==> config.mk <==
export PLATFORM = sky130hd
export DESIGN_NAME = mem_arbiter
export DESIGN_NICKNAME = d
export VERILOG_FILES = /design/src/rtl/mem_arb_pkg.sv /design/src/rtl/mem_arb_timeout.sv /design/src/rtl/mem_arbiter.sv
export SDC_FILE = /design/constraint.sdc
export NUM_CORES = 1
export LEC_CHECK = 0
export BUFFER_PORTS_ARGS = -buffer_cell sky130_fd_sc_hd__buf_2
export CAP_MARGIN = 20
export CORE_MARGIN = 2
export CORE_UTILIZATION = 45
export CTS_CLUSTER_DIAMETER = 100
export DETAILED_ROUTE_END_ITERATION = 6
export PLACE_DENSITY_LB_ADDON = 0.3
export RECOVER_POWER = 100
export SETUP_SLACK_MARGIN = 0.1
export SYNTH_ARGS = -nofsm -noshare
export SYNTH_HDL_FRONTEND = slang
export SYNTH_SLANG_ARGS = --single-unit
==> constraint.sdc <==
create_clock -name i_clk -period 1.9 [get_ports i_clk]
set_clock_uncertainty 0.05 [all_clocks]
set_input_delay 0.38 -clock i_clk [delete_from_list [all_inputs] [get_ports i_clk]]
set_output_delay 0.38 -clock i_clk [all_outputs]
set_load 0.05 [all_outputs]
==> src/rtl/mem_arb_pkg.sv <==
// Shared types and helpers for the two-requester memory arbiter.
package mem_arb_pkg;

    typedef enum logic [1:0] {
        IDLE = 2'd0,
        BUSY = 2'd1,
        RESP = 2'd2
    } state_t;

    typedef enum logic {
        OWN_IF = 1'b0,
        OWN_DM = 1'b1
    } owner_t;

    // Counter width able to hold the value TIMEOUT_CYCLES itself.
    function automatic int timeout_cnt_w(input int cycles);
        return $clog2(cycles + 1);
    endfunction

endpackage

==> src/rtl/mem_arb_timeout.sv <==
// Busy-cycle counter for the arbiter: counts while enabled, cleared on
// demand, and flags the cycle in which the count reaches TIMEOUT_CYCLES.
module mem_arb_timeout
    import mem_arb_pkg::*;
#(
    parameter int TIMEOUT_CYCLES = 16
) (
    input  logic clk_i,
    input  logic rst_i,
    input  logic clr_i,
    input  logic en_i,
    output logic expired_o
);

    localparam int CNT_W = timeout_cnt_w(TIMEOUT_CYCLES);
    localparam logic [CNT_W-1:0] LAST_CNT = CNT_W'(TIMEOUT_CYCLES - 1);

    logic [CNT_W-1:0] cnt_q;
    logic [CNT_W-1:0] cnt_d;

    // Next count: clear wins over increment.
    always_comb begin
        cnt_d = cnt_q;
        if (clr_i) begin
            cnt_d = '0;
        end else if (en_i) begin
            cnt_d = cnt_q + 1'b1;
        end
    end

    // Count register.
    always_ff @(posedge clk_i) begin
        if (rst_i) begin
            cnt_q <= '0;
        end else begin
            cnt_q <= cnt_d;
        end
    end

    // The increment in this cycle brings the count to TIMEOUT_CYCLES.
    assign expired_o = en_i && (cnt_q == LAST_CNT);

endmodule

==> src/rtl/mem_arbiter.sv <==
// Shares one single-ported memory between instruction fetch and data port.
// Optional feature: define MEM_ARB_RR_EN for round-robin arbitration on
// ties; otherwise the data port wins every tie.
module mem_arbiter
    import mem_arb_pkg::*;
#(
    parameter int DATA_WIDTH     = 32,
    parameter int ADDR_WIDTH     = 32,
    parameter int TIMEOUT_CYCLES = 16
) (
    input  logic                  i_clk,
    input  logic                  i_rst,
    input  logic                  i_if_req,
    input  logic [ADDR_WIDTH-1:0] i_if_addr,
    output logic                  o_if_ack,
    output logic [DATA_WIDTH-1:0] o_if_rdata,
    input  logic                  i_dm_req,
    input  logic                  i_dm_we,
    input  logic [ADDR_WIDTH-1:0] i_dm_addr,
    input  logic [DATA_WIDTH-1:0] i_dm_wdata,
    output logic                  o_dm_ack,
    output logic [DATA_WIDTH-1:0] o_dm_rdata,
    output logic                  o_mem_req,
    output logic                  o_mem_we,
    output logic [ADDR_WIDTH-1:0] o_mem_addr,
    output logic [DATA_WIDTH-1:0] o_mem_wdata,
    input  logic                  i_mem_ack,
    input  logic [DATA_WIDTH-1:0] i_mem_rdata,
    output logic                  o_err
);

    state_t                state_q, state_d;
    owner_t                owner_q, owner_d;
    logic [ADDR_WIDTH-1:0] addr_q, addr_d;
    logic                  we_q, we_d;
    logic [DATA_WIDTH-1:0] wdata_q, wdata_d;
    logic [DATA_WIDTH-1:0] rdata_q, rdata_d;
    logic                  abort_q, abort_d;
    logic                  cnt_clr, cnt_en, expired;
    logic                  any_req;
    owner_t                tie_win, win;

    assign any_req = i_if_req || i_dm_req;

`ifdef MEM_ARB_RR_EN
    owner_t last_q;

    // Remember who was granted last so a tie goes to the other requester.
    always_ff @(posedge i_clk) begin
        if (i_rst) begin
            last_q <= OWN_IF;
        end else if (state_q == IDLE && any_req) begin
            last_q <= win;
        end
    end

    assign tie_win = (last_q == OWN_DM) ? OWN_IF : OWN_DM;
`else
    assign tie_win = OWN_DM;
`endif

    // Winner selection for the current IDLE cycle.
    always_comb begin
        win = OWN_DM;
        if (i_if_req && i_dm_req) begin
            win = tie_win;
        end else if (i_if_req) begin
            win = OWN_IF;
        end
    end

    // Next-state and datapath latching for the grant/busy/response cycle.
    always_comb begin
        state_d = state_q;
        owner_d = owner_q;
        addr_d  = addr_q;
        we_d    = we_q;
        wdata_d = wdata_q;
        rdata_d = rdata_q;
        abort_d = abort_q;
        cnt_clr = 1'b0;
        cnt_en  = 1'b0;
        unique case (state_q)
            IDLE: begin
                if (any_req) begin
                    owner_d = win;
                    state_d = BUSY;
                    if (win == OWN_IF) begin
                        addr_d  = i_if_addr;
                        we_d    = 1'b0;
                        wdata_d = '0;
                    end else begin
                        addr_d  = i_dm_addr;
                        we_d    = i_dm_we;
                        wdata_d = i_dm_wdata;
                    end
                end
            end
            BUSY: begin
                cnt_en = 1'b1;
                if (i_mem_ack) begin
                    rdata_d = i_mem_rdata;
                    state_d = RESP;
                end else if (expired) begin
                    abort_d = 1'b1;
                    rdata_d = '0;
                    state_d = RESP;
                end
            end
            RESP: begin
                cnt_clr = 1'b1;
                abort_d = 1'b0;
                state_d = IDLE;
            end
            default: begin
                state_d = IDLE;
            end
        endcase
    end

    // State and payload registers; reset drops any in-flight transaction.
    always_ff @(posedge i_clk) begin
        if (i_rst) begin
            state_q <= IDLE;
            owner_q <= OWN_IF;
            addr_q  <= '0;
            we_q    <= 1'b0;
            wdata_q <= '0;
            rdata_q <= '0;
            abort_q <= 1'b0;
        end else begin
            state_q <= state_d;
            owner_q <= owner_d;
            addr_q  <= addr_d;
            we_q    <= we_d;
            wdata_q <= wdata_d;
            rdata_q <= rdata_d;
            abort_q <= abort_d;
        end
    end

    mem_arb_timeout #(
        .TIMEOUT_CYCLES(TIMEOUT_CYCLES)
    ) u_timeout (
        .clk_i    (i_clk),
        .rst_i    (i_rst),
        .clr_i    (cnt_clr),
        .en_i     (cnt_en),
        .expired_o(expired)
    );

    // Outputs decode only registered state, never live inputs.
    assign o_mem_req   = (state_q == BUSY);
    assign o_mem_we    = o_mem_req && we_q;
    assign o_mem_addr  = o_mem_req ? addr_q  : '0;
    assign o_mem_wdata = o_mem_req ? wdata_q : '0;

    assign o_if_ack    = (state_q == RESP) && (owner_q == OWN_IF);
    assign o_dm_ack    = (state_q == RESP) && (owner_q == OWN_DM);
    assign o_if_rdata  = o_if_ack ? rdata_q : '0;
    assign o_dm_rdata  = o_dm_ack ? rdata_q : '0;
    assign o_err       = (state_q == RESP) && abort_q;

endmodule

==> metrics.csv, run 1 <==
stage;metric;value;unit
run_status;status;complete, but fails checks;
run_status;violated checks;setup timing;
sta;max-slew violations;0;
clock_network;Worst-Skew Late Latency;370;ps
synth;Synth Cell Area;5060;um^2
sta;final worst slack;-254;ps
synth;Avg Inst Size Synth;8.45;um^2
sta;shortest period the worst path allows;2150;ps
global_routing;GRT Total Usage;29.1;%
detailed_routing;DRT Wirelength;23.4;mm
sta;Hold WS;200;ps
placement;gpl congestion;0.856;
critical_path;CP required;1470;ps
critical_path;Critical Path End Type;output port;
sta;RSZ-0062 raised after global routing;true;
critical_path;WP data arrival;1720;ps
critical_path;ordered list of cells on the worst path;inv_2 -> ha_4 -> nor2b_4 -> buf_6 -> and2_4 -> buf_8;
global_routing;GRT overflow;0;
die;# IOs;267;
flow_run;max cap viols;0;
final_layout;final net count;1005;
critical_path;WS Path Type;reg -> out;
synth;synth warn;0;
die;core area;10900;um^2
detailed_routing;DRC;0;
final_layout;post-layout instance area;8930;um^2
sta;slew of the pin with the lowest slew margin;444;ps
critical_path;CP delay by family, top;simple AND/OR/NAND/NOR gates;
power;Static Leak;0.00392;uW
clock_network;CTS clock-pin slew for the worst setup and hold paths;110;ps
sta;max_slew headroom;70.4;%
clock_network;H-tree lvl count;3;
detailed_routing;DR vias;6117;
power;Worst VDD drop;0.469;mV
detailed_routing;WL per Instance;23.1;um
final_layout;area of the multi-input gates;3140;um^2
clock_network;clk sinks;106;
clock_network;Root Driver;clkbuf_8;
detailed_routing;vias per inst;6.04;
placement;Area after DPL;6710;um^2
sta;final hold viol count;0;
critical_path;worst path bufs/invs;3;
power;PwrDens;659;nW/um^2
synth;Net Count, Synth;738;
final_layout;share of cells above drive strength 1;58.6;%
placement;Final HPWL DP;10.8;mm
critical_path;critical path peak fanout;6;
detailed_routing;First-pass DRT Iterations;6;
global_routing;antenna violations before repair;0;
synth;#FFs+latches synth;106;
die;Initial Util;46.5;%
clock_network;CTS buffer count;9;
final_layout;synthesis-to-finish area growth;76.4;%
clock_network;CTS tree;done;
die;Die Wd;110;um
clock_network;CTS Hold Bufs;0;
die;overall die height;110;um
sta;achievable frequency;464;MHz
synth;post-synth cell types;30;
detailed_routing;Routed Antenna Nets;0;
sta;Final Cycle Share;113;%
critical_path;Max stage delay on crit path;340;ps
critical_path;CP max-delay cell;dfxtp_2;
global_routing;largest net degree at the start of global routing;64;
global_routing;first-pass GRT wire length;27.6;mm
global_routing;number of global-route vias before repair;5749;
sta;final setup fails;136;
final_layout;Final Core Density;82.0;%
die;die area;12100;um^2
placement;port buffer count;266;
detailed_routing;DRT iter0 DRCs;599;
worst_hold_path;worst hold path class;in -> reg;
die;Rows;38;
synth;sequential share of the synthesized area;41.9;%
synth;Mapped Cells;599;
final_layout;Fillers;564;
final_layout;sequential cell area;2130;um^2
clock_network;Max Root-Sink Buffers;2;
placement;pre-CTS WS;95.0;ps
critical_path;CP Launch Type;flip-flop;
==> through the flow <==
step                std cells  setup TNS, ps  power, uW
floorplan                 599              0       3520
global placement          964              0       3900
detailed placement        964              0       3950
CTS                       988         -11730       5370
global route             1011         -26410       6080
finish                   1012         -21190       5890
==> worst paths after layout <==
check / startpoint / endpoint / slack, ps / cells past startpoint
max: state_q[0] / o_if_rdata[17] / -250 / 6
min: i_if_addr[3] / addr_q[3] / 200 / 3
max reg2reg: state_q[0] / rdata_q[13] / -160 / 9
min reg2reg: wdata_q[21] / wdata_q[21] / 450 / 2
==> what timing repair did <==
action                                  CTS  global route
hold endpoints to repair                  0             0
setup buffers                             3             8
pin swaps                                17            22
gates resized for setup                 338           155
endpoints found under the setup margin  133           212
cloned                                    5            15
==> layout make-up <==
| cell class | count | share of cell area (%) |
|---|---|---|
| Timing Repair Buffer | 317 | 36.9 |
| Sequential cell | 106 | 23.8 |
| Inverter | 3 | 0.154 |
| Tap cell | 140 | 1.96 |
| Multi-Input combinational cell | 429 | 35.2 |
| Antenna cell | 1 | 0.0280 |
| Clock buffer | 9 | 1.39 |
| Clock inverter | 7 | 0.561 |
==> Yosys cell counts, drive strengths merged <==
master	instances	area share, %
nand2b	4	0.54
a22oi	33	4.9
nand2	33	2.4
ha	5	1.2
a21oi	34	3.4
dfxtp	106	42
nand4	1	0.12
nor2b	2	0.25
a211oi	33	7.5
and2	100	12
mux2i	2	0.40
buf	30	3.3
inv	3	0.22
xnor2	1	0.17
o21a	1	0.17
or2	2	0.25
clkbuf	31	2.3
nor3b	2	0.30
xor2	2	0.35
a21boi	1	0.15
nor2	103	7.6
a32oi	33	5.7
and3	33	4.1
o21ai	4	0.40
==> routing by layer <==
layer / vias up / part of all wire (%) / GRT usage [%] / wire, um
met5: - / 0 / 0 / 0
met4: 0 / 6.9 / 19.0 / 1620
met3: 130 / 9.5 / 7.29 / 2230
met2: 452 / 49 / 50.4 / 11600
met1: 2930 / 34 / 31.3 / 8010
li1: 2605 / - / - / -
==> registers in the layout, summed over array words and instances, names as in the netlist <==
signal / flops
u_timeout.cnt_q: 5
rdata_q: 32
abort_q: 1
wdata_q: 32
owner_q: 1
we_q: 1
state_q: 2
addr_q: 32
==> power by group <==
part / leakage, uW / internal, uW / switching, uW
Combinational: 0.00296 / 902 / 1090
Clock: 0.0000942 / 489 / 849
Sequential: 0.000871 / 2410 / 141
Total: 0.00392 / 3800 / 2080
==> worst register-to-register path, cell delays in order (launching register included) <==
cell,delay [ps]
dfxtp_2,340
buf_4,140
ha_4,180
buf_6,120
buf_8,130
buf_8,140
and2_4,190
clkbuf_16,190
a22oi_2,350
nor2_1,130
==> cells by family after synthesis <==
family | count (synthesis) | synth area share, %
flip-flops | 106 | 41.9
AND/OR/NAND/NOR | 280 | 28.0
XOR/XNOR | 3 | 0.519
buffers and inverters | 64 | 5.78
adder cells (fa/ha/maj) | 5 | 1.24
AO/OA/AOI/OAI | 139 | 22.2
multiplexers | 2 | 0.396
==> placed cells by master, fill, tap and decap left out, drive strengths merged, types with 33 or more instances in the layout <==
master / synthesis / layout
buf: 30 / 308
dfxtp: 106 / 106
nor2: 103 / 103
and2: 100 / 100
a21oi: 34 / 34
a32oi: 33 / 33
nand2: 33 / 33
a211oi: 33 / 33
a22oi: 33 / 33
and3: 33 / 33
No activity file was read; power rests on OpenSTA's default activity.
==> inputs of run 2 (changes only) <==
Settings changed: GPL_TIMING_DRIVEN set to 0.
==> metrics.csv, run 2 (synthesis gave the netlist of run 1 again) <==
stage;metric;value;unit;change
die;# IOs;267;;unchanged
detailed_routing;WL per Instance;21.6;um;-6.8%
sta;RSZ-0062 raised after global routing;true;;
clock_network;Root Driver;clkbuf_8;;
placement;Final HPWL DP;11.9;mm;+10%
sta;final hold viol count;0;;unchanged
sta;final setup fails;166;;+22%
flow_run;max cap viols;0;;unchanged
power;Pint;4030;uW;+5.9%
detailed_routing;First-pass DRT Iterations;7;;+1
run_status;violated checks;setup timing;;
sta;max-slew violations;0;;unchanged
die;core area;10900;um^2;unchanged
sta;shortest period the worst path allows;2140;ps;-10.5 ps
critical_path;R2R cell count;8;;-1
global_routing;M3 GR Usage;7.05;%;-0.24 points
power;Net Sw Power;2070;uW;-0.67%
sta;slew of the pin with the lowest slew margin;710;ps;+266 ps
critical_path;Critical Path End Type;output port;;
final_layout;biggest regs;addr_q x32, rdata_q x32, wdata_q x32;;
detailed_routing;DRT Wirelength;22.8;mm;-2.5%
power;Clk pwr share;24.6;%;+1.9 points
detailed_routing;DRT iter0 DRCs;622;;+3.8%
power;Reg power frac;41.9;%;-1.5 points
sta;final worst slack;-243;ps;+10.5 ps
global_routing;antenna violations before repair;0;;unchanged
worst_hold_path;worst hold path class;in -> reg;;
die;Rows;38;;unchanged
final_layout;Fillers;522;;-7.4%
final_layout;most common cell after layout, fill and taps aside;buf_2;;
final_layout;area of the multi-input gates;3130;um^2;-0.12%
final_layout;sequential cell area;2130;um^2;+0.24%
sta;Fin Setup TNS;-22070;ps;-875 ps
clock_network;CTS clock-pin slew for the worst setup and hold paths;120;ps;about the same
global_routing;GRT Max-Usage Layer;met2;;
detailed_routing;DRC;0;;unchanged
global_routing;met1 Track Usage GR;35.4;%;+4.2 points
die;Initial Util;46.5;%;unchanged
power;PwrDens;656;nW/um^2;-0.53%
sta;max_slew headroom;52.7;%;-18 points
power;Worst VDD drop;0.556;mV;+19%
run_status;status;complete, but fails checks;;
critical_path;CP required;1470;ps;about the same
worst_hold_path;Hold Crit Depth;3;;unchanged
critical_path;CP Launch Type;flip-flop;;
power;Comb pwr share;33.6;%;-0.3 points
final_layout;final net count;1053;;+4.8%
final_layout;most frequent cells in the layout;buf_2, buf_8, nor2_1, dfxtp_1, and2_4;;
sta;achievable frequency;467;MHz;+0.49%
final_layout;Inserted Diodes;0;;-1
clock_network;Max Root-Sink Buffers;2;;unchanged
placement;gpl congestion;0.840;;-1.8%
die;overall die height;110;um;unchanged
die;Die Wd;110;um;unchanged
global_routing;number of global-route vias before repair;5813;;+1.1%
global_routing;GRT Total Usage;30.9;%;+1.9 points
placement;port buffer count;266;;unchanged
critical_path;WP data arrival;1710;ps;about the same
final_layout;synthesis-to-finish area growth;83.7;%;
clock_network;H-tree lvl count;3;;unchanged
sta;Final Cycle Share;113;%;-0.55 points
detailed_routing;Routed Antenna Nets;0;;unchanged
critical_path;WS Path Type;reg -> out;;
clock_network;CTS tree;done;;
clock_network;Worst-Skew Late Latency;370;ps;about the same
clock_network;clk sinks;106;;unchanged
clock_network;CTS buffer count;9;;unchanged
final_layout;Final Core Density;85.4;%;+3.4 points
final_layout;share of cells above drive strength 1;58.7;%;+0.097 points
global_routing;GRT overflow;0;;unchanged
die;die area;12100;um^2;unchanged
global_routing;GR met2 Demand/Resource;55.0;%;+4.6 points
global_routing;largest net degree at the start of global routing;19;;-70%
critical_path;critical path peak fanout;6;;unchanged
power;Static Leak;0.00408;uW;+4.0%
power;switch share;34.0;%;-1.5 points
detailed_routing;DR vias;6117;;unchanged
global_routing;first-pass GRT wire length;29.1;mm;+5.4%
detailed_routing;vias per inst;5.78;;-4.4%
run 2: cell count changes in the layout (fill, tap and decap cells not counted), sizes merged:
cell	change
buf	+22
bufinv	+1
clkbuf	+27
clkinv	-2
diode	-1
run 2: routing by layer:
metal	wire length, um	vias up
met5	0	-
met4	1150	0
met3	1740	91
met2	11700	364
met1	8200	2957
li1	-	2705
run 2: through the flow:
step | hold WS [ps] | worst slack (ps) | cells | total power [uW] | cell area, um^2
after floorplan | 393 | 107 | 599 | 3520 | 5250
after global placement | 408 | -343 | 1005 | 3920 | 6760
after detailed placement | 417 | -351 | 1005 | 3940 | 6760
after CTS | 173 | -213 | 1035 | 5640 | 8470
after global routing | 183 | -318 | 1059 | 6310 | 9300
final | 184 | -243 | 1059 | 6100 | 9300
run 2: layout make-up:
cell class	instances	area share (%)
Clock inverter	6	0.754
Multi-Input combinational cell	429	33.7
Timing Repair Buffer	306	33.8
Tap cell	140	1.88
Inverter	3	0.148
Clock buffer	10	1.48
Sequential cell	106	22.9
Buffer	59	5.30
run 2: power groups by stage:
stage | sequential [uW] | combinational, uW | clock (uW)
5_1_grt | 2570 | 2160 | 1580
3_5_place_dp | 2560 | 1380 | 0
6_report | 2550 | 2050 | 1500
2_1_floorplan | 2530 | 989 | 0
4_1_cts | 2520 | 1630 | 1500
3_3_place_gp | 2560 | 1370 | 0
run 2: timing repair:
item,CTS,global route
gates cloned,5,11
pin swaps,17,31
gates resized for setup,404,194
hold buffers,0,0
endpoints found under the setup margin,202,221
buffers inserted,9,16
run 2: final timing paths:
kind	slack (ps)	end	startpoint
worst max register to register	-90	addr_q[26]	state_q[0]
worst max-delay path	-240	o_if_rdata[29]	state_q[0]
worst min register to register	450	wdata_q[30]	wdata_q[30]
worst min-delay path	180	addr_q[5]	i_if_addr[5]
run 2: worst max-delay path: stages, from the launching register on:
cell and delay (ps):
dfxtp_4 380, inv_4 60, ha_4 150, nor2b_4 190, buf_12 150, buf_8 120
and2_4 160, buf_8 140
